==> src/rtl/multiword_add_ctrl.sv <==
// Multi-cycle W=N*K bit adder: one N-bit ripple slice reused over K cycles, LSB slice first.
// Optional subtract mode (s_sub port, B inverted, carry forced to 1) when MWADD_SUB_EN is defined.

module n_adder #(
  parameter int N = 4
) (
  input  logic [N-1:0] a,
  input  logic [N-1:0] b,
  input  logic         ci,
  output logic [N-1:0] sum,
  output logic         co
);
  logic [N:0] c;

  assign c[0] = ci;

  genvar gi;
  for (gi = 0; gi < N; gi++) begin : g_bit
    assign sum[gi]  = a[gi] ^ b[gi] ^ c[gi];
    assign c[gi+1]  = (a[gi] & b[gi]) | (c[gi] & (a[gi] ^ b[gi]));
  end

  assign co = c[N];
endmodule

module multiword_add_ctrl #(
  parameter int N = 4,
  parameter int K = 4
) (
  input  logic           clk,
  input  logic           rstn,
  input  logic           s_valid,
  output logic           s_ready,
  input  logic [N*K-1:0] s_a,
  input  logic [N*K-1:0] s_b,
  input  logic           s_ci,
`ifdef MWADD_SUB_EN
  input  logic           s_sub,
`endif
  output logic           m_valid,
  input  logic           m_ready,
  output logic [N*K-1:0] m_sum,
  output logic           m_co,
  output logic           m_ovf
);
  localparam int W  = N * K;
  localparam int IW = (K > 1) ? $clog2(K) : 1;

  typedef enum logic [1:0] {IDLE, RUN, DONE} state_t;

  state_t          state_reg, state_next;
  logic [W-1:0]    a_reg, b_reg, sum_reg;
  logic [W-1:0]    sum_shift;
  logic [IW-1:0]   idx_reg;
  logic            carry_reg, a_sign_reg, b_sign_reg;
  logic            s_ready_reg, s_ready_next;
  logic            m_valid_reg, m_valid_next;
  logic            m_co_reg, m_ovf_reg;
  logic            accept, step, last;
  logic [W-1:0]    b_in;
  logic            ci_in;
  logic [N-1:0]    slice_sum;
  logic            slice_co;

`ifdef MWADD_SUB_EN
  assign b_in  = s_sub ? ~s_b : s_b;
  assign ci_in = s_sub | s_ci;
`else
  assign b_in  = s_b;
  assign ci_in = s_ci;
`endif

  n_adder #(.N(N)) u_slice (
    .a   (a_reg[N-1:0]),
    .b   (b_reg[N-1:0]),
    .ci  (carry_reg),
    .sum (slice_sum),
    .co  (slice_co)
  );

  // Slice result enters at the top so that after K steps the LSB slice lands at bit 0.
  assign sum_shift = (sum_reg >> N) | (W'(slice_sum) << (W - N));

  assign accept = (state_reg == IDLE) && s_ready_reg && s_valid;
  assign step   = (state_reg == RUN);
  assign last   = step && (idx_reg == IW'(K - 1));

  always_ff @(posedge clk or negedge rstn) begin
    if (!rstn) state_reg <= IDLE;
    else       state_reg <= state_next;
  end

  always_comb begin
    state_next = state_reg;
    case (state_reg)
      IDLE:    if (accept)  state_next = RUN;
      RUN:     if (last)    state_next = DONE;
      DONE:    if (m_ready) state_next = IDLE;
      default:              state_next = IDLE;
    endcase
  end

  always_comb begin
    s_ready_next = (state_next == IDLE);
    m_valid_next = (state_next == DONE);
  end

  always_ff @(posedge clk or negedge rstn) begin
    if (!rstn) begin
      s_ready_reg <= 1'b0;
      m_valid_reg <= 1'b0;
    end else begin
      s_ready_reg <= s_ready_next;
      m_valid_reg <= m_valid_next;
    end
  end

  always_ff @(posedge clk or negedge rstn) begin
    if (!rstn) begin
      a_reg      <= '0;
      b_reg      <= '0;
      sum_reg    <= '0;
      idx_reg    <= '0;
      carry_reg  <= 1'b0;
      a_sign_reg <= 1'b0;
      b_sign_reg <= 1'b0;
      m_co_reg   <= 1'b0;
      m_ovf_reg  <= 1'b0;
    end else if (accept) begin
      a_reg      <= s_a;
      b_reg      <= b_in;
      idx_reg    <= '0;
      carry_reg  <= ci_in;
      a_sign_reg <= s_a[W-1];
      b_sign_reg <= b_in[W-1];
    end else if (step) begin
      a_reg     <= a_reg >> N;
      b_reg     <= b_reg >> N;
      sum_reg   <= sum_shift;
      idx_reg   <= idx_reg + IW'(1);
      carry_reg <= slice_co;
      if (last) begin
        m_co_reg  <= slice_co;
        m_ovf_reg <= (a_sign_reg == b_sign_reg) && (slice_sum[N-1] != a_sign_reg);
      end
    end
  end

  assign s_ready = s_ready_reg;
  assign m_valid = m_valid_reg;
  assign m_sum   = sum_reg;
  assign m_co    = m_co_reg;
  assign m_ovf   = m_ovf_reg;
endmodule

==> config.mk <==
export PLATFORM = sky130hd
export DESIGN_NAME = multiword_add_ctrl
export DESIGN_NICKNAME = d
export VERILOG_FILES = /design/src/rtl/multiword_add_ctrl.sv
export SDC_FILE = /design/constraint.sdc
export NUM_CORES = 1
export LEC_CHECK = 0
export ABC_AREA = 1
export CAP_MARGIN = 15
export CORE_MARGIN = 4
export CORE_UTILIZATION = 46
export DETAILED_ROUTE_END_ITERATION = 16
export PLACE_DENSITY = 0.75
export SLEW_MARGIN = 40
export SYNTH_ARGS = -nofsm -noshare
export SYNTH_HDL_FRONTEND = slang
export SYNTH_SLANG_ARGS = --single-unit
==> constraint.sdc <==
create_clock -name clk -period 2.5 [get_ports clk]
set_clock_uncertainty 0.15 [all_clocks]
set_input_delay 0.25 -clock clk [delete_from_list [all_inputs] [get_ports clk]]
set_output_delay 0.25 -clock clk [all_outputs]
set_load 0.005 [all_outputs]
======== After elaboration in Yosys (flattened, before gate mapping) ========
Cells that the tools add are included.
word-level totals
  bits in registers ....................... 59
  bits of input ports ..................... 37
cells by class
  add/sub/neg operators ................... 1
  equality and inequality tests ........... 6
  muxes and demuxes ....................... 12
  bitwise logic cells ..................... 22
  reductions and logical operators ........ 9
operators with widths
  operator             number
  $mux 16              4
  $or 12x16->16        1
  $mux 2               5
  $and 1x1->1          8
  $xor 1x1->1          8
  $eq 2x2->1 const B   3
  $pmux 2 s3           1
  $logic_and 1x1->1    4
  $logic_not 2->1      2
  $or 1x1->1           4
  $reduce_and 3->1     1
  $add 2x1->2 const B  1
  $eq 2x1->1 const B   1
  $mux 1               2
  $reduce_and 2->1     1
  $reduce_bool 2->1    1
  $eq 1x1->1           1
  $ne 1x1->1           1
  $not 1->1            1

======== Depth between registers and ports, before layout ========
Gate-level depths: netlist (run 1).
  depth in word-level cells ............... 11
  gate-level depth with buffers ........... 12
  mapped depth without buffers ............ 12

======== Cells and area by module ========
Synthesis (run 1) repeated with hierarchy kept, for this count alone.
unflattened totals
  cell total of the unflattened synthesis .. 347
  area total of the unflattened synthesis .. 2835.2 sq um
modules (own cells, without submodules)
  module              times used  cells each  area an instance (sq um)  sequential area each (sq um)
  multiword_add_ctrl  1           333         2717.6                    1476.4
  n_adder             1           14          117.6                     0.0

======== Worst setup path after synthesis (run 1) ========
Ideal clock, no wire load.
  path type ............................... flip-flop to flip-flop
  start point ............................. reg a_reg[0]
  end point ............................... reg m_ovf_reg, in the netlist m_ovf
  arrival ................................. 2158 ps
  data required time ...................... 2285 ps
  setup slack ............................. 127 ps
  cell stages (with the launch flop) ...... 13
  cells stage by stage .................... dfrtp_1 -> fa_1 -> inv_1 -> fa_1 -> inv_1 -> fa_1 -> inv_1 -> fa_1 -> nor2_1 -> nand2_1 -> nand2_1 -> nand2_1 -> nand2_1
between the ends
  word-level cells in the longest chain between the ends .. 10
  elaborated cells between the ends (all ways) .. 11
ends and longest elaborated chain
  element                 line  text
  from (decl)             52    logic [W-1:0] a_reg, b_reg, sum_reg;
  from (signal assigned)  137   a_reg <= a_reg >> N;
  $xor 1x1->1             20    assign c[gi+1] = (a[gi] & b[gi]) | (c[gi] & (a[gi] ^ b[gi]));
  $and 1x1->1             20
  $or 1x1->1 *            20
  $and 1x1->1 *           20
  $or 1x1->1 *            20
  $and 1x1->1 *           20
  $or 1x1->1 *            20
  $xor 1x1->1 *           19    assign sum[gi] = a[gi] ^ b[gi] ^ c[gi];
  $ne 1x1->1 *            144   m_ovf_reg <= (a_sign_reg == b_sign_reg) && (slice_sum[N-1] != a_sign_reg);
  $logic_and 1x1->1 *     144
  to (signal assigned)    144
  to (decl)               58    logic m_co_reg, m_ovf_reg;
Every way passes the cells marked *; elsewhere a longest branch is shown, timed or not.
A chain may end at the register's enable or synchronous reset.

======== Worst setup path in the final report (run 1) ========
  start point ............................. reg carry_reg
  end point ............................... reg m_ovf_reg, in the netlist m_ovf
between the ends
  word-level cells in the longest chain between the ends .. 9
ends and longest elaborated chain
  element                 line  text
  from (decl)             55    logic carry_reg, a_sign_reg, b_sign_reg;
  from (signal assigned)  133   carry_reg <= ci_in;
  from (signal assigned)  141   carry_reg <= slice_co;
  $and 1x1->1             20
  $or 1x1->1              20
  $and 1x1->1             20
  $or 1x1->1              20
  $and 1x1->1             20
  $or 1x1->1              20
  $xor 1x1->1             19
  $ne 1x1->1              144
  $logic_and 1x1->1       144
No other way between the ends.

==> flow_summary.ini, run 1 <==
[run_status]
status = complete, no violations

[finish]
fin_cells = 478
post-route-cell-area_um2 = 3700
drive_gt1_frac = 0.0819
antenna_cells = 0
nFillCells = 549
nNetsFinal = 440
area_growth_pct = 30.5
fin_util = 0.621

[placed_design]
portBuffers = 56
routabilityCongestion = 0.792
placed_area_um2 = 3450
dpl.hpwl_um = 4010
post-place-cells = 460

[yosys]
ys_ff_latch = 59
synth-warning-count = 0
synth.area.top_cells = dfrtp_1, nand2_1, nand3_1
synth.net_count = 386
yosysTopAreaCellShare = 0.521
synthCells = 344
syn_area_um2 = 2830
yosysTopAreaCell = dfrtp_1
yosysUniqueCellTypes = 21
seq_area_frac_synth = 0.521
synth_area_per_cell_um2 = 8.24

[power]
combPwrFrac = 0.440
clock_power_share = 0.207
internal-power_uw = 2950
power_density_nw_per_um2 = 1290
p_leak_uw = 0.00188
p_sw_frac = 0.384
peakVddDrop_v = 0.000646
power.net_switching_uw = 1840
seq_power_share = 0.353

[timing]
worst_pin_slew_ns = 0.683
setup_violations = 0
period_needed_ns = 2.46
slew_headroom = 0.545
hold_ws_ns = 0.315
slew_viol_final = 0
finalHoldViolations = 0
fin_crit_sh = 0.983
fmax_mhz = 407
rsz0062_at_grt = yes
setup-tns-final_ns = 0

[die]
core_area_um2 = 5960
die_area_um2 = 7480
io-pin-count = 57
start_util = 0.476
rows = 28
die_w_um = 86.5
die_h_um = 86.5

[clocking]
cts.sinks = 59
cts_max_level = 3
clockBufferDepth = 2
clk_pin_slew_ns = 0.07
clk_latency_ns = 0.33
cts_inserted_buffers = 9
cts_tree = built
clockRootBuffer = clkbuf_8

[min_path]
hold_path.class = in2reg
hold_path_depth = 3
holdPathEnd = b_reg[14]$_DFFE_PN0P_
hp-start = s_b[14]

[drt]
wirelength_um = 5950
ant_nets = 0
wl_per_cell_um = 12.4
drt-pass1-iter-count = 4
avgViaCountPerCell = 4.95
drtIter0Drc = 118
drc = 0
vias = 2364

[critical_path]
critical_path_buf_inv_count = 3
endpoint_kind = flip-flop
path_delay_family = adder cells
reg2reg_to = m_ovf$_DFFE_PN0P_
cp_slowest_cell = fa_1
path_cells = fa_2 > inv_2 > fa_1 > inv_1 > fa_2 > inv_2 > fa_1 > nor2_1 > nand2_1 > nand2_1 > nand2_1 > nand2_1
r2r_setup_slack_ns = 0.04
cp-start-kind = flip-flop
cp.arrival_ns = 2.58
critPathKind = reg2reg
cpPeakStageDelay_ns = 0.44
critPathMostFrequentCell = nand2_1
cp_data_required_time_ns = 2.62
worstPathMaxFanout = 3
rr_startpoint = carry_reg$_DFFE_PN0P_
reg2reg_depth = 12

[global_routing]
grt_pass1_vias = 2404
grt_overflow_total = 0
grt_max_degree = 50
antenna_found_initial = 0
grt_usage = 0.179
grt_pass1_wl_um = 10600

[job]
timing.max_cap.violations = 0
==> worst max path at each step <==
stage                          start                end  slack (ns)  cells past startpoint
2_1_floorplan   a_reg[0]$_DFFE_PN0P_  m_ovf$_DFFE_PN0P_        0.13                     12
3_3_place_gp    a_reg[0]$_DFFE_PN0P_  m_ovf$_DFFE_PN0P_        0.06                     12
3_5_place_dp    a_reg[0]$_DFFE_PN0P_  m_ovf$_DFFE_PN0P_       -0.02                     12
4_1_cts         a_reg[0]$_DFFE_PN0P_  m_ovf$_DFFE_PN0P_        0.01                     12
5_1_grt        carry_reg$_DFFE_PN0P_  m_ovf$_DFFE_PN0P_       -0.06                     12
6_report       carry_reg$_DFFE_PN0P_  m_ovf$_DFFE_PN0P_        0.04                     12
==> stage by stage <==
| stage | setup WS, ns | power (uW) |
|---|---|---|
| 3_5_place_dp | -0.0184 | 3800 |
| 4_1_cts | 0.0107 | 4820 |
| 2_1_floorplan | 0.127 | 3080 |
| 6_report | 0.0413 | 4780 |
| 3_3_place_gp | 0.0555 | 3710 |
| 5_1_grt | -0.0626 | 5230 |
==> routing by layer <==
layer / GRT usage / part of all wire
met5: 0 / 0
met4: 0.0779 / 0.022
met3: 0.0409 / 0.057
met2: 0.304 / 0.47
met1: 0.219 / 0.45
==> area by class of cell <==
cell class	count	area (um2)	area share
repair buffers	64	668	0.181
flip-flops and latches	59	1480	0.399
clock buffers	12	155	0.0420
well taps	75	93.8	0.0254
multi-input cells	232	1110	0.301
inverters	32	120	0.0325
clock inverters	4	72.6	0.0196
==> tightest hold or removal path: stages <==
cell and delay, ns:
clkdlybuf4s50_1 0.39, nand3_1 0.08, nand2_1 0.05
==> cells in the mapped netlist (all sizes together) <==
| cell type | count |
|---|---|
| or2 | 2 |
| o21ai | 20 |
| nand3b | 14 |
| dfrtp | 59 |
| buf | 19 |
| nor2 | 6 |
| nand2 | 132 |
| clkbuf | 2 |
| fa | 4 |
| ha | 1 |
| nand3 | 52 |
| inv | 32 |
| nor3 | 1 |
==> logic make-up after synthesis <==
kind of cell	Yosys count	share of synthesized area
compound gates	20	0.0353
flops	59	0.521
fa+ha+maj	5	0.0327
simple gates	207	0.322
buf+inv	53	0.0887
==> timing repair <==
item	in CTS	in global routing
endpoints found under the hold margin	28	0
resized for setup	1	3
endpoints found under the setup margin	1	1
pin swaps	2	3
hold buffers	1	0
setup buffers	1	0
==> cell usage in the layout, fill, tap and decap left out <==
| cell type | n |
|---|---|
| clkbuf_8 | 11 |
| dlygate4sd3_1 | 1 |
| nand3_1 | 52 |
| nor2_4 | 1 |
| buf_12 | 4 |
| fa_2 | 2 |
| fa_1 | 2 |
| nand2_1 | 131 |
| nor3_1 | 1 |
| buf_4 | 3 |
| clkdlybuf4s50_1 | 55 |
| nand3b_1 | 14 |
| or2_2 | 2 |
| ha_1 | 1 |
| buf_2 | 1 |
| clkbuf_1 | 1 |
| inv_2 | 3 |
| nand2_2 | 1 |
| clkinvlp_4 | 1 |
| inv_1 | 29 |
| clkinv_2 | 1 |
| nor2_1 | 4 |
| nor2_2 | 1 |
| o21ai_0 | 20 |
| bufinv_16 | 2 |
| dfrtp_1 | 59 |
==> power groups by stage <==
stage / sequential [uW] / clock (uW) / combinational, uW
after global placement: 1680 / 0 / 2040
after floorplan: 1660 / 0 / 1410
after detailed placement: 1700 / 0 / 2100
final: 1690 / 989 / 2110
after global routing: 1750 / 1040 / 2440
after CTS: 1690 / 997 / 2140
Power figures use the tool's default switching activity.
==> run 2: changes to the inputs <==
Settings changed: RECOVER_POWER set to 100.
==> flow_summary.ini, run 2 (synthesis results as in run 1) <==
[finish]
fin_util = 0.618
nFillCells = 552
regArea_um2 = 1480
nNetsFinal = 440
final_cell_mix = nand2_1, dfrtp_1, nand3_1, clkdlybuf4s50_1, inv_1
drive_gt1_frac = 0.0744
layout_commonest_cell = nand2_1
multi_input_area_um2 = 1110
antenna_cells = 0
post-route-cell-area_um2 = 3680
area_growth_pct = 29.8

[timing]
period_needed_ns = 2.46
rsz0062_at_grt = yes
fin_crit_sh = 0.983
slew_viol_final = 29
worst_pin_slew_ns = 1.65
fmax_mhz = 407
hold_ws_ns = 0.315
setup_slack_ns = 0.0419
setup_violations = 0
finalHoldViolations = 0
slew_headroom = -0.0986

[die]
start_util = 0.476
rows = 28
io-pin-count = 57
die_area_um2 = 7480
die_w_um = 86.5
die_h_um = 86.5
core_area_um2 = 5960

[critical_path]
cp.arrival_ns = 2.58
endpoint_kind = flip-flop
critPathKind = reg2reg
cp_data_required_time_ns = 2.62
cp-start-kind = flip-flop
worstPathMaxFanout = 3

[run_status]
failed_checks = capacitance limit, slew limit
status = complete, but fails checks

[global_routing]
grt_pass1_vias = 2404
antenna_found_initial = 0
grt_pass1_wl_um = 10600
grt_max_degree = 50
grt_usage = 0.179
grt_overflow_total = 0

[clocking]
cts_tree = built
clockRootBuffer = clkbuf_8
clk_pin_slew_ns = 0.07
cts.sinks = 59
cts_max_level = 3
cts_inserted_buffers = 9
clk_latency_ns = 0.33
clockBufferDepth = 2

[drt]
drt-pass1-iter-count = 4
avgViaCountPerCell = 4.94
ant_nets = 0
wirelength_um = 5920
wl_per_cell_um = 12.4
vias = 2363
drc = 0
drtIter0Drc = 159

[power]
p_leak_uw = 0.00190
peakVddDrop_v = 0.000612
power_density_nw_per_um2 = 1280

[min_path]
hold_path.class = in2reg

[job]
timing.max_cap.violations = 1

[placed_design]
dpl.hpwl_um = 4010
portBuffers = 56
placed_area_um2 = 3450
routabilityCongestion = 0.792
place_ws_ns = -0.0184
==> run 2: cell count changes in the layout (fill, tap and decap cells not counted) <==
cell | before | now
nand2_1 | 131 | 132
buf_2 | 1 | 0
clkbuf_2 | 0 | 1
dlygate4sd3_1 | 1 | 16
inv_1 | 29 | 30
clkdlybuf4s50_1 | 55 | 40
buf_12 | 4 | 3
inv_2 | 3 | 2
nand2_2 | 1 | 0
clkbuf_1 | 1 | 2
==> run 2: metrics by stage <==
step                cells  total power [uW]  setup TNS (ns)
finish                478              4710               0
global route          478              5160         -0.0626
CTS                   478              4820               0
detailed placement    460              3800         -0.0184
global placement      460              3710               0
floorplan             344              3080               0
==> run 2: path summary, 6_finish.rpt <==
| kind | start | end | slack (ns) | depth (start not counted) |
|---|---|---|---|---|
| max | carry_reg$_DFFE_PN0P_ | m_ovf$_DFFE_PN0P_ | 0.04 | 12 |
| min | s_b[14] | b_reg[14]$_DFFE_PN0P_ | 0.31 | 3 |
| max reg2reg | carry_reg$_DFFE_PN0P_ | m_ovf$_DFFE_PN0P_ | 0.04 | 12 |
| min reg2reg | m_sum[1]$_DFFE_PN0P_ | m_sum[1]$_DFFE_PN0P_ | 0.32 | 2 |
| max in group asynchronous | rstn | b_reg[9]$_DFFE_PN0P_ | 0.52 | 2 |
| min in group asynchronous | rstn | m_valid$_DFF_PN0_ | 0.72 | 2 |
==> run 2: critical path, cell delays in order (launching register included) <==
cell and delay, ns:
dfrtp_1 0.42, fa_2 0.40, inv_2 0.06, fa_1 0.15, inv_1 0.05, fa_2 0.33, inv_2 0.06, fa_1 0.44
nor2_1 0.12, nand2_1 0.05, nand2_1 0.05, nand2_1 0.05, nand2_1 0.06
==> run 2: power by group <==
part           internal (uW)  switching [uW]
clock                    614             374
combinational            860            1190
sequential              1410             264
total                   2890            1820
==> run 2: layout make-up <==
class                   instances  share of cell area
clock buffers                  12              0.0422
multi-input cells             232               0.301
well taps                      75              0.0255
clock inverters                 4              0.0197
inverters                      32              0.0327
repair buffers                 64               0.177
flip-flops and latches         59               0.401
==> run 2: timing repair <==
action,4_1_cts,5_1_grt
endpoints found under the setup margin,1,1
pin swaps,2,3
hold endpoints to repair,28,0
gates resized for setup,1,3
setup buffers,1,0
hold buffers,1,0
==> run 2: per-layer routing <==
layer	global-route usage	wire [um]
met4	0.0779	121
met5	0	0
met2	0.304	2810
met1	0.219	2640
met3	0.0409	341
==> run 3: changes to the inputs <==
==> constraint.sdc (replaced) <==
create_clock -name clk -period 2.5 [get_ports clk]
set_clock_uncertainty 0.15 [all_clocks]
set_input_delay 0.25 -clock clk [delete_from_list [all_inputs] [get_ports clk]]
set_output_delay 0.25 -clock clk [all_outputs]
set_load 0.05 [all_outputs]
==> results of run 3 <==
Same layout as run 2 (identical final DEF). Status: complete, but fails checks: capacitance limit, slew limit.
Main changes from that run: total power 4710 uW -> 5200 uW; worst IR drop on VDD 0.000612 V -> 0.000738 V
